`config.mk`:
```
export PLATFORM = sky130hd
export DESIGN_NAME = seq_multiplier
export DESIGN_NICKNAME = d
export VERILOG_FILES = /design/src/rtl/mult_pkg.sv /design/src/rtl/mult_addsub.sv /design/src/rtl/seq_multiplier.sv
export SDC_FILE = /design/constraint.sdc
export NUM_CORES = 1
export LEC_CHECK = 0
export CORE_MARGIN = 1
export CORE_UTILIZATION = 42
export DETAILED_ROUTE_END_ITERATION = 10
export GPL_TIMING_DRIVEN = 0
export PLACE_DENSITY = 0.64
export SLEW_MARGIN = 20
export SYNTH_ARGS = -nofsm -noshare
export SYNTH_HDL_FRONTEND = slang
export SYNTH_HIERARCHICAL = 1
export SYNTH_SLANG_ARGS = --single-unit
export TNS_END_PERCENT = 5
```
`constraint.sdc`:
```
create_clock -name clk -period 3.1 [get_ports clk]
set_input_delay 0.31 -clock clk [delete_from_list [all_inputs] [get_ports clk]]
set_output_delay 0.31 -clock clk [all_outputs]
set_load 0.02 [all_outputs]
```
`src/rtl/mult_pkg.sv`:
```
// Shared definitions for the sequential multiplier: FSM state codes and a width helper.
// No logic of its own, so no latency.
// No flow control of its own.
package mult_pkg;

    // FSM state encoding
    localparam logic [1:0] ST_IDLE = 2'd0;
    localparam logic [1:0] ST_RUN  = 2'd1;
    localparam logic [1:0] ST_DONE = 2'd2;

    // Ceiling log2, used to size the iteration counter (value >= 2 gives >= 1).
    function automatic int clog2(input int value);
        int r;
        r = 0;
        while ((1 << r) < value) begin
            r = r + 1;
        end
        return r;
    endfunction

endpackage

```
`src/rtl/mult_addsub.sv`:
```
// Purely combinational N-bit adder/subtractor: s = x + y, or x - y when sub is high.
// Zero cycles.
// No flow control; it is a combinational leaf.
module mult_addsub #(
    parameter int N = 5
) (
    input  logic [N-1:0] x,
    input  logic [N-1:0] y,
    input  logic         sub,
    output logic [N-1:0] s
);

    assign s = sub ? (x - y) : (x + y);

endmodule

```
`src/rtl/seq_multiplier.sv`:
```
// Sequential shift-add multiplier, WIDTH x WIDTH -> 2*WIDTH, one add per cycle.
// done is registered WIDTH+1 edges after the edge that accepts start (edge 1).
// start is accepted only in IDLE or DONE and ignored while busy.
// Optional feature macro: SIGNED_MODE_EN adds the signed_mode port.
module seq_multiplier #(
    parameter int WIDTH = 4
) (
    input  logic               clk,
    input  logic               rst,
    input  logic               start,
    input  logic [WIDTH-1:0]   a,
    input  logic [WIDTH-1:0]   b,
`ifdef SIGNED_MODE_EN
    input  logic               signed_mode,
`endif
    output logic               busy,
    output logic               done,
    output logic [2*WIDTH-1:0] res
);
    import mult_pkg::*;

    localparam int CW = clog2(WIDTH);
    localparam logic [CW-1:0] CNT_LAST = CW'(WIDTH - 1);

    logic [1:0]       state;
    logic [WIDTH-1:0] a_q;
    logic [WIDTH-1:0] mplr;
    logic [WIDTH:0]   acc;
    logic [CW-1:0]    cnt;
    logic             sgn;
    logic             sub;
    logic             last;
    logic [WIDTH:0]   addend;
    logic [WIDTH:0]   sum;
    logic [WIDTH:0]   acc_nx;
    logic [WIDTH-1:0] mplr_nx;

    assign last = (cnt == CNT_LAST);

`ifdef SIGNED_MODE_EN
    // Signedness is latched with the operands so a mid-op change has no effect.
    always_ff @(posedge clk or posedge rst) begin
        if (rst) begin
            sgn <= 1'b0;
        end else if (start && (state != ST_RUN)) begin
            sgn <= signed_mode;
        end
    end

    // In signed mode the multiplier MSB carries negative weight, so the last step subtracts.
    assign sub = sgn & last;
`else
    assign sgn = 1'b0;
    assign sub = 1'b0;
`endif

    // Select the partial product for this iteration and form the shifted next state.
    always_comb begin
        addend = '0;
        if (mplr[0]) begin
            addend = sgn ? {a_q[WIDTH-1], a_q} : {1'b0, a_q};
        end
        acc_nx  = {sgn & sum[WIDTH], sum[WIDTH:1]};
        mplr_nx = {sum[0], mplr[WIDTH-1:1]};
    end

    mult_addsub #(
        .N(WIDTH + 1)
    ) u_addsub (
        .x   (acc),
        .y   (addend),
        .sub (sub),
        .s   (sum)
    );

    // Control FSM with the acc/mplr shift register, counter and registered outputs.
    always_ff @(posedge clk or posedge rst) begin
        if (rst) begin
            state <= ST_IDLE;
            busy  <= 1'b0;
            done  <= 1'b0;
            res   <= '0;
            a_q   <= '0;
            mplr  <= '0;
            acc   <= '0;
            cnt   <= '0;
        end else begin
            case (state)
                ST_IDLE, ST_DONE: begin
                    done <= 1'b0;
                    if (start) begin
                        state <= ST_RUN;
                        busy  <= 1'b1;
                        a_q   <= a;
                        mplr  <= b;
                        acc   <= '0;
                        cnt   <= '0;
                    end else begin
                        state <= ST_IDLE;
                    end
                end
                ST_RUN: begin
                    acc  <= acc_nx;
                    mplr <= mplr_nx;
                    cnt  <= cnt + CW'(1);
                    if (last) begin
                        state <= ST_DONE;
                        busy  <= 1'b0;
                        done  <= 1'b1;
                        res   <= {acc_nx[WIDTH-1:0], mplr_nx};
                        cnt   <= '0;
                    end
                end
                default: begin
                    state <= ST_IDLE;
                    busy  <= 1'b0;
                    done  <= 1'b0;
                end
            endcase
        end
    end

endmodule
```
==> metrics.txt <==
# TYPE chip_impl_metric gauge
chip_impl_info{name="path_class",value="reg2reg"} 1
chip_impl_info{name="synthMostInstantiatedCell",value="dfrtp_1"} 1
chip_impl_metric{name="final_max_slew_viol_count",unit=""} 0
chip_impl_info{name="timing.rr.start",value="mplr[0]"} 1
chip_impl_metric{name="first_global_vias",unit=""} 885
chip_impl_metric{name="core_area",unit="sq um"} 3053
chip_impl_metric{name="via_count",unit=""} 879
chip_impl_metric{name="grt_pass1_wl",unit="microns"} 3905
chip_impl_metric{name="boundaryPins",unit=""} 21
chip_impl_metric{name="post_cts.resized_instances",unit=""} 0
chip_impl_info{name="crit_family",value="adder cells"} 1
chip_impl_metric{name="synth_warnings",unit=""} 6
chip_impl_metric{name="initial_utilization",unit="%"} 44.47
chip_impl_info{name="critical_path.cell_chain",value="and2_1, inv_1, ha_1, mux2i_1, fa_1, a21o_1, a21oi_1, xnor2_1, mux2_2, a22o_1"} 1
chip_impl_metric{name="insertion_delay",unit="ps"} 330
chip_impl_metric{name="antenna_found_initial",unit=""} 0
chip_impl_info{name="synth.area.top_cells",value="dfrtp_1, mux2_2, ha_1, a22o_1, xnor2_1"} 1
chip_impl_metric{name="worst-path-buf-inv",unit=""} 1
chip_impl_metric{name="finalSetupViolCount",unit=""} 0
chip_impl_metric{name="netlist_area",unit="sq um"} 1358
chip_impl_metric{name="post_route_cells_drive_above_1_share",unit="%"} 23.08
chip_impl_info{name="cp_slowest_cell",value="fa_1"} 1
chip_impl_metric{name="p_leak",unit="nW"} 0.7813
chip_impl_metric{name="routabilityCongestion",unit=""} 0.7182
chip_impl_metric{name="yosys_register_bits",unit=""} 26
chip_impl_metric{name="path_max_fanout",unit=""} 5
chip_impl_metric{name="fin_ws",unit="ps"} 600.6
chip_impl_metric{name="max_slew.worst_pin.slew",unit="ps"} 907.1
chip_impl_info{name="postSynth.topFlopCell",value="dfrtp_1"} 1
chip_impl_metric{name="hold_buffers",unit=""} 0
chip_impl_metric{name="intPower",unit="mW"} 1.363
chip_impl_info{name="top_usage_layer",value="met2"} 1
chip_impl_metric{name="netlist.area_leader.share",unit="%"} 47.93
chip_impl_metric{name="met1_usage",unit="%"} 19.13
chip_impl_metric{name="setup-tns-final",unit="ps"} 0
chip_impl_metric{name="power-per-cell-area",unit="nW/um^2"} 1275
chip_impl_metric{name="finalClockSkew",unit="ps"} 7.011
chip_impl_metric{name="period_utilization_post_route",unit="%"} 80.63
chip_impl_info{name="timing.critical_path.from_type",value="register"} 1
chip_impl_metric{name="post_drt_wl_per_cell",unit="microns"} 12.05
chip_impl_metric{name="synth_enable_flop_cells",unit=""} 0
chip_impl_metric{name="die_h",unit="microns"} 58.86
chip_impl_info{name="cp-end-kind",value="register"} 1
chip_impl_metric{name="synth.avg_cell_area",unit="sq um"} 11.91
chip_impl_metric{name="power_switching_share",unit="%"} 36.55
chip_impl_info{name="rsz0062_at_grt",value="no"} 1
chip_impl_metric{name="detail-route-antenna-nets",unit=""} 0
chip_impl_metric{name="postSynthCellCount",unit=""} 114
chip_impl_metric{name="power_frac_seq",unit="%"} 28.5
chip_impl_metric{name="drt_pre_antenna_iters",unit=""} 2
chip_impl_metric{name="synth-async-reset-ratio",unit="%"} 100.0
chip_impl_info{name="synthDominantAreaCellType",value="dfrtp_1"} 1
chip_impl_metric{name="worst_ir_drop_on_vdd",unit="mV"} 0.5045
chip_impl_metric{name="arrival",unit="ps"} 2730
chip_impl_info{name="min-delay-path-class",value="in2async"} 1
chip_impl_metric{name="tritoncts_num_sinks",unit=""} 26
chip_impl_metric{name="drc",unit=""} 0
chip_impl_metric{name="combPwrFrac",unit="%"} 60.5
chip_impl_metric{name="worstRegToRegCells",unit=""} 10
chip_impl_metric{name="detail_route.iter0.violations",unit=""} 10
chip_impl_metric{name="rows",unit=""} 20
chip_impl_metric{name="synthDistinctLibCells",unit=""} 28
chip_impl_metric{name="fin_crit",unit="ps"} 2499
chip_impl_metric{name="maxCapViolations",unit=""} 0
chip_impl_metric{name="crit_path_max_incr_delay",unit="ps"} 440
chip_impl_metric{name="clock_power_share",unit="%"} 11.0
chip_impl_info{name="status",value="complete, no violations"} 1
chip_impl_metric{name="largest_net_degree_at_the_start_of_global_routing",unit=""} 27
chip_impl_metric{name="max_slew_margin_vs_limit",unit="%"} 39.15
chip_impl_metric{name="area_added_between_synthesis_and_finish",unit="%"} 24.06
chip_impl_metric{name="worst-endpoint-required",unit="ps"} 3330
chip_impl_metric{name="cts.htree.levels",unit=""} 1
chip_impl_metric{name="max_freq",unit="GHz"} 0.4001
chip_impl_metric{name="grt-ovfl-total",unit=""} 0
chip_impl_info{name="clockRootBuffer",value="clkbuf_4"} 1
chip_impl_metric{name="use_met2",unit="%"} 25.16
chip_impl_metric{name="regToRegSetupSlack",unit="ps"} 600
chip_impl_metric{name="grt.total_usage",unit="%"} 15.52
chip_impl_metric{name="pre_cts_ws",unit="ps"} 586.1
chip_impl_info{name="timing.rr.end",value="acc[3]"} 1
chip_impl_metric{name="grtUsageMet3",unit="%"} 3.516
chip_impl_info{name="tritoncts",value="yes"} 1
chip_impl_metric{name="seq_area_frac_synth",unit="%"} 47.93
chip_impl_metric{name="power.net_switching",unit="uW"} 784.9
chip_impl_metric{name="number_of_port_buffers",unit=""} 20
chip_impl_metric{name="estimated_wirelength_of_the_detail_placed_design",unit="microns"} 1692
chip_impl_metric{name="wl",unit="microns"} 2253
chip_impl_metric{name="cts.reportedPaths.clkPinSlew",unit="ps"} 150
chip_impl_metric{name="overall_die_area",unit="sq um"} 3464
chip_impl_metric{name="die_w",unit="microns"} 58.86
chip_impl_metric{name="diodes_inserted",unit=""} 0
chip_impl_metric{name="cts_buffer_depth",unit=""} 2
chip_impl_metric{name="timing.final.hold_violations",unit=""} 0
chip_impl_metric{name="design.final.nets",unit=""} 162
chip_impl_info{name="synth.top_cells.by_count",value="dfrtp_1, mux2_2, inv_1"} 1
chip_impl_metric{name="final.hold.worst_slack",unit="ps"} 357.7
chip_impl_metric{name="vias_per_cell",unit=""} 4.701
chip_impl_metric{name="tritoncts.num_buffers",unit=""} 3
chip_impl_metric{name="cts_post_setup_buffers_inserted",unit=""} 0
==> through the flow <==
stage | power [mW] | instances | instance area (sq um) | util (%)
after floorplan | 1.613 | 119 | 1376 | -
after global placement | 1.894 | 183 | 1632 | 53.44
after detailed placement | 1.931 | 183 | 1632 | 53.44
after CTS | 2.177 | 187 | 1684 | 55.16
after global routing | 2.336 | 187 | 1684 | 55.16
final | 2.148 | 187 | 1684 | 55.16
==> per-layer routing <==
layer / vias up / share of wire, %
met5: - / 0
met3: 5 / 3.8
met1: 422 / 45
li1: 435 / -
met2: 17 / 49
met4: 0 / 2.0
==> state kept, by name, indices dropped and copies added, names as in the netlist <==
name,count
acc,4
a_q,4
res,8
busy,1
mplr,4
cnt,2
state,2
done,1
==> layout make-up <==
type	instances	area (sq um)
plain buffers	5	46.29
clock buffers	3	22.52
clock inverters	1	30.03
fillers	275	1369
inverters	11	41.29
multi-input cells	77	638.1
flip-flops and latches	26	650.6
well taps	44	55.05
repair buffers	20	200.2
==> placed cells by master, fill, tap and decap left out, drive strengths merged <==
master / count
dfrtp: 26
clkdlybuf4s50: 20
mux2: 16
inv: 10
a21oi: 7
nor2: 6
ha: 6
conb: 6
a22o: 5
xnor2: 5
and2: 5
buf: 5
o22ai: 4
a21o: 3
clkbuf: 3
nand2: 3
nand2b: 2
o21ai: 2
nor3: 2
xor2: 2
nor2b: 1
clkinv: 1
bufinv: 1
mux2i: 1
fa: 1
==> logic make-up after synthesis <==
family	count (synthesis)	synth area share, %
AO/OA/AOI/OAI	21	10.32
XOR/XNOR	7	5.069
adder cells (fa/ha/maj)	7	7.005
buffers and inverters	16	6.451
flip-flops	26	47.93
multiplexers	17	14.01
other	1	0.2762
AND/OR/NAND/NOR	19	8.940
==> how the worst max path moves through the flow <==
stage / cells after the start / startpoint / end / slack, ps
5_1_grt: 10 / mplr[0] / acc[3] / 380
2_1_floorplan: 10 / mplr[0] / acc[3] / 780
4_1_cts: 10 / mplr[0] / acc[3] / 570
6_report: 10 / mplr[0] / acc[3] / 600
3_3_place_gp: 10 / mplr[0] / acc[3] / 600
3_5_place_dp: 10 / mplr[0] / acc[3] / 590
==> power by group through the flow <==
stage	Combinational, mW	Clock, mW	Sequential (mW)
finish	1.30	0.236	0.612
global route	1.44	0.255	0.636
CTS	1.32	0.246	0.614
detailed placement	1.31	0	0.622
global placement	1.28	0	0.614
floorplan	0.930	0	0.683
Power figures use the tool's default switching activity.
